===== config.mk =====
export PLATFORM = sky130hd
export DESIGN_NAME = ac97_status_rx
export DESIGN_NICKNAME = d
export VERILOG_FILES = /design/src/rtl/ac97_status_rx_pkg.sv /design/src/rtl/ac97_status_rx_frame_align.sv /design/src/rtl/ac97_status_rx.sv
export SDC_FILE = /design/constraint.sdc
export NUM_CORES = 1
export LEC_CHECK = 0
export ABC_AREA = 0
export BUFFER_PORTS_ARGS = -buffer_cell sky130_fd_sc_hd__buf_2
export CAP_MARGIN = 10
export CELL_PAD_IN_SITES_DETAIL_PLACEMENT = 0
export CELL_PAD_IN_SITES_GLOBAL_PLACEMENT = 2
export CORE_ASPECT_RATIO = 2
export CORE_MARGIN = 2
export CORE_UTILIZATION = 35
export CTS_CLUSTER_DIAMETER = 200
export CTS_CLUSTER_SIZE = 28
export DETAILED_ROUTE_END_ITERATION = 10
export HOLD_SLACK_MARGIN = 0.1
export PLACE_DENSITY = 0.85
export SYNTH_ARGS = -nofsm -noshare
export SYNTH_HDL_FRONTEND = slang
export SYNTH_SLANG_ARGS = --single-unit

===== constraint.sdc =====
create_clock -name BIT_CLK -period 2.67 [get_ports BIT_CLK]
set_clock_uncertainty 0.05 [all_clocks]
set_input_delay 0.534 -clock BIT_CLK [delete_from_list [all_inputs] [get_ports BIT_CLK]]
set_output_delay 0.534 -clock BIT_CLK [all_outputs]
set_load 0.005 [all_outputs]

===== src/rtl/ac97_status_rx_pkg.sv =====
// ac97_status_rx shared constants and state types.
// Frame geometry, slot boundaries and tag bit positions.
package ac97_status_rx_pkg;

  localparam int FRAME_LEN = 256;
  localparam int SLOT_W    = 20;

  localparam logic [7:0] LAST_IDX = 8'(FRAME_LEN - 1);
  localparam logic [7:0] TAG_END  = 8'd15;
  localparam logic [7:0] S1_END   = 8'd35;
  localparam logic [7:0] S2_END   = 8'd55;
  localparam logic [7:0] S3_END   = 8'd75;
  localparam logic [7:0] S4_END   = 8'd95;

  localparam int TAG_READY = 15;
  localparam int TAG_V1    = 14;
  localparam int TAG_V2    = 13;
  localparam int TAG_V3    = 12;
  localparam int TAG_V4    = 11;

  typedef enum logic {
    HUNT,
    LOCKED
  } align_state_t;

  typedef enum logic {
    RD_IDLE,
    RD_WAIT
  } rd_state_t;

endpackage


===== src/rtl/ac97_status_rx_frame_align.sv =====
// ac97_frame_align: SYNC edge detect, bit counter and
// alignment FSM for the AC'97 receive path.
module ac97_frame_align (
  input  logic       clk,
  input  logic       rst_n,
  input  logic       sync,
  output logic       locked,
  output logic [7:0] bit_idx,
  output logic       commit,
  output logic       fault,
  output logic       sync_err
);

  import ac97_status_rx_pkg::*;

  align_state_t st, st_n;
  logic         sync_q;
  logic         rise;
  logic [7:0]   idx_n;

  assign rise   = sync & ~sync_q;
  assign locked = (st == LOCKED);

  always_ff @(posedge clk or negedge rst_n) begin
    if (!rst_n) begin
      st       <= HUNT;
      bit_idx  <= '0;
      sync_q   <= 1'b0;
      sync_err <= 1'b0;
    end else begin
      st       <= st_n;
      bit_idx  <= idx_n;
      sync_q   <= sync;
      sync_err <= fault;
    end
  end

  // A rise on the last bit closes the frame; anywhere else it realigns.
  always_comb begin
    st_n   = st;
    idx_n  = bit_idx + 8'd1;
    commit = 1'b0;
    fault  = 1'b0;
    unique case (st)
      HUNT: begin
        idx_n = '0;
        if (rise) st_n = LOCKED;
      end
      LOCKED: begin
        if (rise) begin
          idx_n = '0;
          if (bit_idx == LAST_IDX) commit = 1'b1;
          else                     fault  = 1'b1;
        end else if (bit_idx == LAST_IDX) begin
          fault = 1'b1;
          st_n  = HUNT;
        end
      end
      default: st_n = HUNT;
    endcase
  end

endmodule


===== src/rtl/ac97_status_rx.sv =====
// ac97_status_rx: AC'97 SDATA_IN deserializer with register readback.
// Define AC97_RX_PCM_EN to enable slot 3/4 PCM capture.
module ac97_status_rx #(
  parameter int TIMEOUT_FRAMES = 4
) (
  input  logic        BIT_CLK,
  input  logic        SYSTEM_RESET_N,
  input  logic        SYNC,
  input  logic        SDATA_IN,
  input  logic        rd_req,
  input  logic [6:0]  rd_addr,
  output logic        locked,
  output logic        sync_err,
  output logic        frame_sig,
  output logic        codec_ready,
  output logic [6:0]  STATUS_ADDR,
  output logic [15:0] STATUS_DATA,
  output logic        status_valid,
  output logic [19:0] PCM_LEFT,
  output logic [19:0] PCM_RIGHT,
  output logic        pcm_valid,
  output logic        rd_busy,
  output logic        rd_done,
  output logic [15:0] rd_data,
  output logic        rd_timeout
);

  import ac97_status_rx_pkg::*;

  localparam int TW = $clog2(TIMEOUT_FRAMES + 1);
  localparam logic [TW-1:0] TMO = TW'(TIMEOUT_FRAMES);

  logic [7:0]        idx;
  logic              commit;
  logic              fault;
  logic [SLOT_W-1:0] sr;
  logic [SLOT_W-1:0] word;
  logic [15:0]       p_tag;
  logic [6:0]        p_addr;
  logic [15:0]       p_data;
  logic              st_hit;

  ac97_frame_align u_align (
    .clk      (BIT_CLK),
    .rst_n    (SYSTEM_RESET_N),
    .sync     (SYNC),
    .locked   (locked),
    .bit_idx  (idx),
    .commit   (commit),
    .fault    (fault),
    .sync_err (sync_err)
  );

  assign word   = {sr[SLOT_W-2:0], SDATA_IN};
  assign st_hit = p_tag[TAG_V1] & p_tag[TAG_V2];

  logic unused_bits;
  assign unused_bits = ^{sr[SLOT_W-1], p_tag[10:0], word[3:0]};

  always_ff @(posedge BIT_CLK or negedge SYSTEM_RESET_N) begin
    if (!SYSTEM_RESET_N) begin
      sr     <= '0;
      p_tag  <= '0;
      p_addr <= '0;
      p_data <= '0;
    end else begin
      sr <= word;
      unique case (1'b1)
        locked && idx == TAG_END: p_tag  <= word[15:0];
        locked && idx == S1_END:  p_addr <= word[18:12];
        locked && idx == S2_END:  p_data <= word[19:4];
        default: ;
      endcase
    end
  end

  always_ff @(posedge BIT_CLK or negedge SYSTEM_RESET_N) begin
    if (!SYSTEM_RESET_N) begin
      frame_sig    <= 1'b0;
      status_valid <= 1'b0;
      codec_ready  <= 1'b0;
      STATUS_ADDR  <= '0;
      STATUS_DATA  <= '0;
    end else begin
      frame_sig    <= commit;
      status_valid <= commit & st_hit;
      if (commit) begin
        codec_ready <= p_tag[TAG_READY];
        STATUS_ADDR <= p_addr;
        STATUS_DATA <= p_data;
      end
    end
  end

`ifdef AC97_RX_PCM_EN
  logic [SLOT_W-1:0] p_left;
  logic [SLOT_W-1:0] p_right;

  always_ff @(posedge BIT_CLK or negedge SYSTEM_RESET_N) begin
    if (!SYSTEM_RESET_N) begin
      p_left    <= '0;
      p_right   <= '0;
      PCM_LEFT  <= '0;
      PCM_RIGHT <= '0;
      pcm_valid <= 1'b0;
    end else begin
      if (locked && idx == S3_END) p_left  <= word;
      if (locked && idx == S4_END) p_right <= word;
      pcm_valid <= commit & p_tag[TAG_V3] & p_tag[TAG_V4];
      if (commit) begin
        PCM_LEFT  <= p_left;
        PCM_RIGHT <= p_right;
      end
    end
  end
`else
  assign PCM_LEFT  = '0;
  assign PCM_RIGHT = '0;
  assign pcm_valid = 1'b0;
`endif

  rd_state_t     rd_st, rd_st_n;
  logic [6:0]    want, want_n;
  logic [TW-1:0] tcnt, tcnt_n, tcnt_inc;
  logic [15:0]   data_n;
  logic          done_n;
  logic          tmo_n;
  logic          hit;

  assign hit      = st_hit && (p_addr == want);
  assign tcnt_inc = (tcnt == TMO) ? tcnt : tcnt + TW'(1);
  assign rd_busy  = (rd_st == RD_WAIT);

  always_ff @(posedge BIT_CLK or negedge SYSTEM_RESET_N) begin
    if (!SYSTEM_RESET_N) begin
      rd_st      <= RD_IDLE;
      want       <= '0;
      tcnt       <= '0;
      rd_data    <= '0;
      rd_done    <= 1'b0;
      rd_timeout <= 1'b0;
    end else begin
      rd_st      <= rd_st_n;
      want       <= want_n;
      tcnt       <= tcnt_n;
      rd_data    <= data_n;
      rd_done    <= done_n;
      rd_timeout <= tmo_n;
    end
  end

  // Matching uses the pending slots so rd_done lines up with status_valid.
  always_comb begin
    rd_st_n = rd_st;
    want_n  = want;
    tcnt_n  = tcnt;
    data_n  = rd_data;
    done_n  = 1'b0;
    tmo_n   = 1'b0;
    unique case (rd_st)
      RD_IDLE: begin
        if (rd_req) begin
          rd_st_n = RD_WAIT;
          want_n  = rd_addr;
          tcnt_n  = '0;
          data_n  = '0;
        end
      end
      RD_WAIT: begin
        if (fault) begin
          tmo_n   = 1'b1;
          rd_st_n = RD_IDLE;
        end else if (commit) begin
          if (hit) begin
            done_n  = 1'b1;
            data_n  = p_data;
            rd_st_n = RD_IDLE;
          end else begin
            tcnt_n = tcnt_inc;
            if (tcnt_inc == TMO) begin
              tmo_n   = 1'b1;
              rd_st_n = RD_IDLE;
            end
          end
        end
      end
      default: rd_st_n = RD_IDLE;
    endcase
  end

endmodule


### Yosys cells after proc, flatten, opt, wreduce, memory -nomap -nowiden

Cells that the tools add are included.

* bits in registers: 124
* bits of input ports: 12
* output and inout port bits: 88
* word-level logic and storage cells: 83

* $add $sub $neg: 2
* equal/unequal tests: 12
* mux-type cells: 37
* bitwise operators: 6
* reductions and logical operators: 7

Operators by type and width (number)
* $mux 16: 4
* $pmux 16 s2: 1
* $mux 1: 22
* $eq 8x6->1 const B: 2
* $pmux 8 s2: 1
* $mux 3: 5
* $add 8x1->8 const B: 1
* $eq 8x4->1 const B: 1
* $eq 8x8->1 const B: 1
* $mux 8: 1
* $ne 2x2->1 const B: 4
* $reduce_and 4->1: 2
* $eq 7x7->1: 1
* $eq 3x3->1 const B: 2
* $pmux 3 s2: 1
* $logic_and 1x1->1: 4
* $pmux 1 s2: 2
* $add 3x1->3 const B: 1
* $and 1x1->1: 3
* $not 1->1: 3
* $ne 2x1->1 const B: 1
* $reduce_and 2->1: 1

### Logic depth before layout (Yosys ltp)

Gate-level depths: netlist of run 1.

* depth after elaboration: 8
* depth in mapped cells: 9
* gate-level depth less buffers: 8

### By module

A second synthesis of run 1 with hierarchy kept.

* cells, all modules: 372
* area, all modules: 4659.5 um2

Modules (own cells, without submodules)
* ac97_status_rx: times used 1, cells an instance 327, area an instance 4176.5 um2, sequential area each 2502.4 um2
* ac97_frame_align: times used 1, cells an instance 45, area an instance 483.0 um2, sequential area each 275.3 um2

### Least setup slack after synthesis of run 1

No wires, ideal clock.

* path type: reg2reg
* start: register u_align.bit_idx[0]
* end: register rd_data[0]
* library setup time: 0.090 ns
* data arrival time: 2.125 ns
* data required time: 2.530 ns
* setup slack: 0.404 ns
* cell stages (with the launch flop): 10
* path buffers: 1
* clock period less this slack: 2.266 ns
* path through: dfrtp_1 -> ha_1 -> nand3_1 -> nor3_1 -> ha_1 -> nand2_1 -> nor2_1 -> nand3_1 -> clkbuf_1 -> o221ai_1

* longest elaborated chain between the ends: 6
* elaborated cells on any way between the ends: 10
* those cells by class: eq/ne (3); mux (6); reduce/logical (1)

RTL lines
* from (decl): RTL line ac97_status_rx_frame_align.sv:8 `output logic [7:0] bit_idx,`
* from (signal assigned): RTL line ac97_status_rx_frame_align.sv:32 `bit_idx <= idx_n;`
* $eq 8x8->1 *: RTL line ac97_status_rx_frame_align.sv:52, ac97_status_rx_frame_align.sv:54
* $mux 1 (on tied branches): RTL line ac97_status_rx_frame_align.sv:52, ac97_status_rx_frame_align.sv:54
* $mux 1: RTL line ac97_status_rx_frame_align.sv:50 `if (rise) begin`
* $mux 1: RTL line ac97_status_rx_frame_align.sv:44 `unique case (st)`
* $ne 2x2->1 (no line)
* $reduce_and 4->1 (no line) *
* to (signal assigned): RTL line ac97_status_rx.sv:146 `rd_data <= data_n;`
* to (decl): RTL line ac97_status_rx.sv:24 `output logic [15:0] rd_data,`

Every way passes the cells marked *; elsewhere a longest branch is shown, timed or not.
A chain may end at the register's enable or synchronous reset.

### Final worst setup path of run 1

* start: register u_align.bit_idx[0]
* end: register rd_data[1]

Same word-level chain as after synthesis.

==> flow_summary.toml, run 1 <==
[outcome]
status = "completed"

[die]
die_h_um = 169
coreArea_um2 = 13400
die-width_um = 86.4
die_area_um2 = 14600
row_count = 60
io_pins = 100
start_util_pct = 35.6

[clock_tree]
cts_tree = "done"
cts_buffers = 9
clock-root-buffer = "clkbuf_16"
cts.sinks = 111
insertion_delay_ps = 350
ctsResizeCount = 0
clk_pin_slew_worst_paths_ps = 80
cts.path.max_buffers = 2
cts_max_level = 3

[global_route]
grt_max_degree = 48
grt_pass1_vias = 3021
grt_pass1_wl_mm = 15.6
grt.overflow.total = 0
antenna_found_initial = 0
grt_usage_pct = 13.8

[yosys]
yosysSeqAreaShare_pct = 58.4
synth_edf_count = 0
async_flop_share_pct = 100
synth_seq_cells = 111
synthTopCellsByCount = "111 x dfrtp_1, 58 x nand2_1, 42 x buf_4"
syn_area_per_cell_um2 = 11.5
synth_flop_cell = "dfrtp_1"
syn_area_um2 = 4750
yosysTopAreaCell = "dfrtp_1"
synth.area.top_cells = "dfrtp_1 58%, buf_4 6.6%, mux2_2 5.9%"
synthCells = 413
synth_cell_type_count = 41
synth_top_area_share_pct = 58.4
yosys_warnings = 0
synth_most_common_cell = "dfrtp_1"

[final_layout]
fin_area_um2 = 5390
layout-drive-gt1-share_pct = 25.2
antenna-diode-count = 0
area.growth.synth_to_final_pct = 13.3
nNetsFinal = 492
fillers = 1309

[sta]
fin_crit_ps = 2350
setup_tns_ps = 0
fmax_ghz = 0.426
slew_headroom_pct = 48.5
period_share_pct = 87.9
worst_slew_pin_slew_ps = 772
rsz0062_at_grt = "no"
final-hold-violation-count = 0
setup_viol = 0
final_max_slew_viol_count = 0
fin_ws_ps = 324

[power_and_ir_drop]
power.share.sequential_pct = 51.6
p_int_mw = 2.87
peakVddDrop_mv = 0.309
p_comb_share_pct = 15.2
p_per_area_nw_per_um2 = 754
pwr-share-clk_pct = 33.3
p_sw_mw = 1.19
switching_share_pct = 29.3
leakage_nw = 2.71

[min_path]
hp-class = "primary input to register"
min_to = "sr[0]"
min_from = "SDATA_IN"
hold_path_depth = 1

[critical_path]
crit_arrival_ps = 2560
crit_type = "register to register"
worstSetupStartpointType = "register"
end_kind = "register"
r2r_start = "u_align.bit_idx[0]"
crit_start = "u_align.bit_idx[0]"
path_max_fanout = 17
required_ps = 2890
rr_endpoint = "rd_data[1]"
r2r_setup_slack_ps = 320
rr_worst_depth = 9

[placed_design]
place.gp.congestion = 0.887
dp_hpwl_mm = 7.04
port_buffers = 58
dp_slack_ps = 349
placed_cell_area_um2 = 5070

[drt]
drc = 0
ant_nets = 0
avgViaCountPerCell = 4.77
detail_route.first_pass.iterations = 4
post_drt_wl_per_cell_um = 15.0
routed_wl_mm = 9.55
drt_iter0_markers = 157
vias = 3032

[run]
maxCapViolations = 0
-- cell type report --
cell class	count	area (um^2)	share of cell area [%]
flip-flops and latches	111	2780	51.5
multi-input cells	259	1630	30.3
repair buffers	68	383	7.10
clock buffers	9	225	4.18
well taps	155	194	3.60
inverters	26	97.6	1.81
clock inverters	7	78.8	1.46
-- metrics by stage --
step                      power (mW)  cells  util [%]  hold slack, ps
final                           4.06    635      40.3             230
after global routing            4.32    635      40.3             219
after global placement          2.73    618      38.0             288
after CTS                       4.12    635      40.3             223
after floorplan                 2.51    453         -             188
after detailed placement        2.75    618      38.0             289
-- layer usage --
metal / vias up / GRT usage [%] / wire (um)
li1: 1445 / - / -
met1: 1489 / 15.6 / 3650
met2: 84 / 24.8 / 5270
met3: 14 / 3.07 / 436
met4: 0 / 5.10 / 185
met5: - / 0 / 0
-- cells in the final DEF, fill, tap and decap left out, types with 2 or more instances in the layout --
cell type,n
a21oi_1,2
buf_2,57
buf_4,9
clkbuf_16,9
conb_1,41
dfrtp_1,111
ha_1,5
inv_1,26
inv_6,2
inv_8,4
mux2_2,25
mux2_4,10
nand2_1,58
nand2b_1,5
nand3_1,22
nand4_1,3
nor2_1,13
nor2b_1,2
nor3_1,3
nor4_1,2
o211ai_1,3
o21ai_0,20
o221ai_1,16
or3_1,2
xnor2_1,8
xor2_1,4
-- how the worst max path moves through the flow --
stage | to | slack, ps | cells after the start
2_1_floorplan | rd_data[0] | 400 | 9
3_3_place_gp | rd_busy | 450 | 9
3_5_place_dp | rd_data[1] | 350 | 9
4_1_cts | rd_data[1] | 350 | 9
5_1_grt | rd_data[1] | 120 | 9
6_report | rd_data[1] | 320 | 9
-- sequential cells by signal, summed over array words and instances, names as in the netlist, 3 cells and up --
register         flops
STATUS_ADDR          7
rd_data             16
p_data              16
p_tag                3
u_align.bit_idx      8
STATUS_DATA         16
tcnt                 3
sr                  19
p_addr               7
want                 7
-- power groups by stage --
stage / Sequential, mW / Clock [mW] / Combinational [mW]
2_1_floorplan: 2.08 / 0 / 0.430
3_3_place_gp: 2.12 / 0 / 0.602
3_5_place_dp: 2.13 / 0 / 0.623
4_1_cts: 2.10 / 1.39 / 0.627
5_1_grt: 2.13 / 1.47 / 0.715
6_report: 2.09 / 1.35 / 0.616
-- repair_timing --
| action | CTS | global route |
|---|---|---|
| buffers inserted | 0 | 0 |
| endpoints found under the hold margin | 11 | 0 |
| hold buffers | 1 | 0 |
-- worst max-delay path, stage by stage (launching register included) --
cell	delay [ps]
dfrtp_1	370
ha_1	230
nand3_1	190
nor3_1	300
ha_1	250
nand2_1	90
nor2_1	240
nand3_1	100
buf_4	220
o221ai_1	210
-- kinds of logic (layout without fill, tap and decap cells) --
logic type	Yosys count	count (layout)	share of synthesized area, %
compound gates	48	48	6.92
flops	111	111	58.4
simple gates	117	117	11.4
other cells	1	41	0.0789
buf+inv	83	110	10.4
mux	36	36	9.29
xor+xnor	12	12	2.21
fa+ha+maj	5	5	1.32
(Power assumes the default switching activity.)
==> run 2, diff against run 1 <==
GPL_TIMING_DRIVEN = 0   (was not set)
RECOVER_POWER = 50   (was not set)
==> run 2 against run 1 <==
Design area rose by 6.2%; fmax fell by 4.1%; via count rose by 6.4%; global-route usage rose by 0.64 points; worst setup slack got worse by 100 ps; critical endpoint is now rd_data[3].
==> flow_summary.toml, run 2 (synthesized netlist as in run 1, its figures left out) <==
[critical_path]
path_cells = "ha_1 -> nand3_2 -> nor3_4 -> ha_2 -> nand2_2 -> nor2_4 -> nand3_2 -> buf_4 -> o221ai_1"
crit_type = "register to register"
worstSetupStartpointType = "register"
path_delay_family = "simple AND/OR/NAND/NOR gates"
crit_arrival_ps = 2660
crit_top_cell = "nand3_2"
crit_buf_inv = 1
path_max_fanout = 10
crit_path_top_delay_cell = "dfrtp_1"
end_kind = "register"
required_ps = 2880
slowest_delay_ps = 380

[drt]
avgViaCountPerCell = 4.72
post_drt_wl_per_cell_um = 14.8
vias = 3227
routed_wl_mm = 10.2
drc = 0
ant_nets = 0
drt_iter0_markers = 133
detail_route.first_pass.iterations = 4

[final_layout]
final_common_cell = "dfrtp_1"
final_util_pct = 42.8
layout-drive-gt1-share_pct = 31.2
nNetsFinal = 541
largest_reg_flops = 19
max_flop_register = "sr"
mostFrequentLayoutCells = "111 x dfrtp_1, 57 x nand2_1, 57 x buf_2, 44 x buf_4, 41 x conb_1"
final_cells = 684
area.growth.synth_to_final_pct = 20.3
antenna-diode-count = 0

[sta]
period_share_pct = 91.6
fin_crit_ps = 2450
rsz0062_at_grt = "no"
slew_headroom_pct = 35.3
setup_viol = 0
fmax_ghz = 0.409
final_max_slew_viol_count = 0
final-hold-violation-count = 0
fin_ws_ps = 224
whs_ps = 243
worst_slew_pin_slew_ps = 970

[clock_tree]
clk_pin_slew_worst_paths_ps = 80
cts.sinks = 111
cts.path.max_buffers = 2
clock-root-buffer = "clkbuf_16"
cts_tree = "done"
cts_buffers = 9
insertion_delay_ps = 350
cts_max_level = 3

[placed_design]
place.gp.congestion = 0.781
dp_slack_ps = -459
port_buffers = 58
dp_hpwl_mm = 7.67
placed_cells = 667

[global_route]
grt_pass1_vias = 3238
grt_pass1_wl_mm = 16.2
antenna_found_initial = 0
grt.overflow.total = 0
grt_usage_pct = 14.4
grt_max_degree = 74

[die]
die_area_um2 = 14600
coreArea_um2 = 13400
io_pins = 100
die_h_um = 169
row_count = 60
start_util_pct = 35.6
die-width_um = 86.4

[power_and_ir_drop]
peakVddDrop_mv = 0.366
total_power_mw = 4.05
p_per_area_nw_per_um2 = 708
leakage_nw = 2.93

[outcome]
status = "completed"

[min_path]
hp-class = "primary input to register"

[run]
maxCapViolations = 0
-- run 2: cell types whose count changed in the layout (fill, tap and decap cells not counted), sizes merged --
cell,delta
inv,-3
clkbuf,+14
clkinv,+2
dlygate4sd3,-1
clkinvlp,+1
buf,+36
-- run 2: path summary, 6_finish.rpt --
path | startpoint | to | slack, ps | cells past startpoint
min reg2reg | sr[0] | sr[1] | 300 | 0
min | SDATA_IN | sr[0] | 240 | 1
max in group asynchronous | SYSTEM_RESET_N | STATUS_DATA[1] | 710 | 2
max | u_align.bit_idx[0] | rd_data[3] | 220 | 9
max reg2reg | u_align.bit_idx[0] | rd_data[3] | 220 | 9
min in group asynchronous | SYSTEM_RESET_N | u_align.sync_q | 270 | 1
-- run 2: area by class of cell --
| cell class | count | area (um^2) |
|---|---|---|
| buffer | 57 | 400 |
| multi-input combinational | 259 | 1670 |
| fill | 1313 | 7640 |
| clock buffer | 9 | 225 |
| sequential | 111 | 2780 |
| tap | 155 | 194 |
| clock inverter | 7 | 55.1 |
| timing repair buffer | 60 | 304 |
| inverter | 26 | 97.6 |
-- run 2: through the flow --
step | instance area (um^2) | setup TNS [ps]
2_1_floorplan | 4900 | 0
3_3_place_gp | 5390 | -26280
3_5_place_dp | 5420 | -5420
4_1_cts | 5730 | 0
5_1_grt | 5720 | 0
6_report | 5720 | 0
-- run 2: power breakdown --
| part | leakage, nW | internal [mW] | switching, mW |
|---|---|---|---|
| clock network | 0.138 | 0.645 | 0.628 |
| logic | 1.38 | 0.333 | 0.373 |
| registers | 1.42 | 1.90 | 0.175 |
-- run 2: worst reg2reg max path, delay by kind of cell (launching register included) --
kind | cells | cell delay, ps
buffers and inverters | 1 | 270
adders and majority gates | 2 | 490
DFF | 1 | 380
AOI/OAI and AO/OA | 1 | 190
and+or+nand+nor | 5 | 980
-- run 2: per-layer routing --
| metal | track usage (%) | share of wire, % | vias to the layer above |
|---|---|---|---|
| li1 | - | - | 1540 |
| met4 | 6.73 | 2.6 | 0 |
| met2 | 26.1 | 56 | 87 |
| met5 | 0 | 0 | - |
| met3 | 2.83 | 3.8 | 14 |
| met1 | 15.8 | 37 | 1586 |
-- run 2: timing repair --
action / CTS / global route
setup buffers: 1 / 0
hold buffers: 0 / 0
endpoints found under the setup margin: 20 / 12
cloned: 0 / 0
resized for setup: 7 / 4
pin swaps: 1 / 0
==> run 3, diff against run 2 <==
HOLD_SLACK_MARGIN = not set   (was 0.1)
clock period = 2.35 ns   (was 2.67 ns; I/O delays follow)
==> run 3 against run 2 <==
Worst hold slack lost 62 ps; final cell count grew 0.73%; total power grew 14%; sequential power grew 14%; largest cell class unchanged.
==> flow_summary.toml, run 3 (synthesized netlist as in run 1, its figures left out) <==
[placed_design]
dp_slack_ps = -779
placed_cell_area_um2 = 5420
place.gp.congestion = 0.781
dp_hpwl_mm = 7.67
placed_cells = 667
port_buffers = 58

[power_and_ir_drop]
total_power_mw = 4.63
pwr-share-clk_pct = 31.0
power.share.sequential_pct = 51.1
switching_share_pct = 29.2
peakVddDrop_mv = 0.416
p_per_area_nw_per_um2 = 791
leakage_nw = 2.98
p_comb_share_pct = 17.9
p_int_mw = 3.28
p_sw_mw = 1.35

[final_layout]
antenna-diode-count = 0
final_cells = 689
largest_reg_flops = 19
layout-drive-gt1-share_pct = 33.1
area.growth.synth_to_final_pct = 23.2
nNetsFinal = 546
multiInputGateArea_um2 = 1740
max_flop_register = "sr"
final_common_cell = "dfrtp_1"
final_util_pct = 43.8
register_area_um2 = 2780
fin_area_um2 = 5860
mostFrequentLayoutCells = "111 x dfrtp_1, 58 x buf_2, 57 x nand2_1, 47 x buf_4, 41 x conb_1"
fillers = 1303

[drt]
ant_nets = 0
routed_wl_mm = 10.3
drt_iter0_markers = 159
detail_route.first_pass.iterations = 4
drc = 0
post_drt_wl_per_cell_um = 15.0
avgViaCountPerCell = 4.72
vias = 3251

[sta]
period_share_pct = 95.2
slew_headroom_pct = 35.2
final_max_slew_viol_count = 0
worst_slew_pin_slew_ps = 973
fmax_ghz = 0.447
setup_tns_ps = 0
whs_ps = 181
fin_crit_ps = 2240
fin_ws_ps = 112
setup_viol = 0
final-hold-violation-count = 0

[global_route]
grt_pass1_wl_mm = 16.3
grt_pass1_vias = 3232
grt_usage_pct = 14.5
grt_max_degree = 74
grt.overflow.total = 0
antenna_found_initial = 0

[die]
die-width_um = 86.4
coreArea_um2 = 13400
io_pins = 100
start_util_pct = 35.6
row_count = 60
die_h_um = 169
die_area_um2 = 14600

[clock_tree]
insertion_delay_ps = 350
cts_tree = "done"
cts_buffers = 9
clk_pin_slew_worst_paths_ps = 70
cts_max_level = 3
cts.sinks = 111
postCtsHoldBufs = 0
clock-root-buffer = "clkbuf_16"
cts.path.max_buffers = 2

[critical_path]
rr_worst_depth = 6
crit_arrival_ps = 2420
crit_type = "register to register"
end_kind = "register"
path_max_fanout = 10
worstSetupStartpointType = "register"
required_ps = 2530

[outcome]
status = "completed"

[min_path]
hp-class = "primary input to register"
hold_path_depth = 1

[run]
maxCapViolations = 0
-- run 3: cell types whose count changed in the layout (fill, tap and decap cells not counted), sizes merged --
cell	delta
buf	+5
-- run 3: final timing paths --
check	from	endpoint	slack [ps]
setup / recovery	u_align.locked	p_data[9]	110
hold / removal	SDATA_IN	sr[0]	180
setup reg to reg	u_align.locked	p_data[9]	110
hold reg to reg	sr[0]	sr[1]	300
max in group asynchronous	SYSTEM_RESET_N	STATUS_ADDR[6]	440
min in group asynchronous	SYSTEM_RESET_N	u_align.sync_q	210
-- run 3: power by group through the flow --
stage          registers, mW  clock network, mW  logic [mW]
2_1_floorplan           2.36                  0       0.488
3_3_place_gp            2.38                  0       0.773
3_5_place_dp            2.39                  0       0.806
4_1_cts                 2.35               1.49       0.820
5_1_grt                 2.40               1.56       0.943
6_report                2.36               1.44       0.831
-- run 3: timing repair --
item	CTS	global route
gates resized for setup	16	10
pin swaps	2	2
endpoints found under the setup margin	45	12
setup buffers	1	4
gates cloned	0	1
-- run 3: area by class of cell --
type / count / area share (%)
multi-input cells: 259 / 29.7
well taps: 155 / 3.31
repair buffers: 65 / 6.13
plain buffers: 57 / 7.01
clock inverters: 7 / 0.940
inverters: 26 / 1.67
flip-flops and latches: 111 / 47.4
clock buffers: 9 / 3.85
-- run 3: layer usage --
layer	GRT usage, %	wire length, um
met1	15.9	3790
met2	26.1	5830
met3	2.83	372
met4	6.73	306
met5	0	0
-- run 3: worst max-delay path: stages, from the launching register on --
cell and delay (ps):
dfrtp_1 340, buf_4 180, or3b_1 410, or4b_4 550, buf_6 160, buf_12 150
mux2_4 290
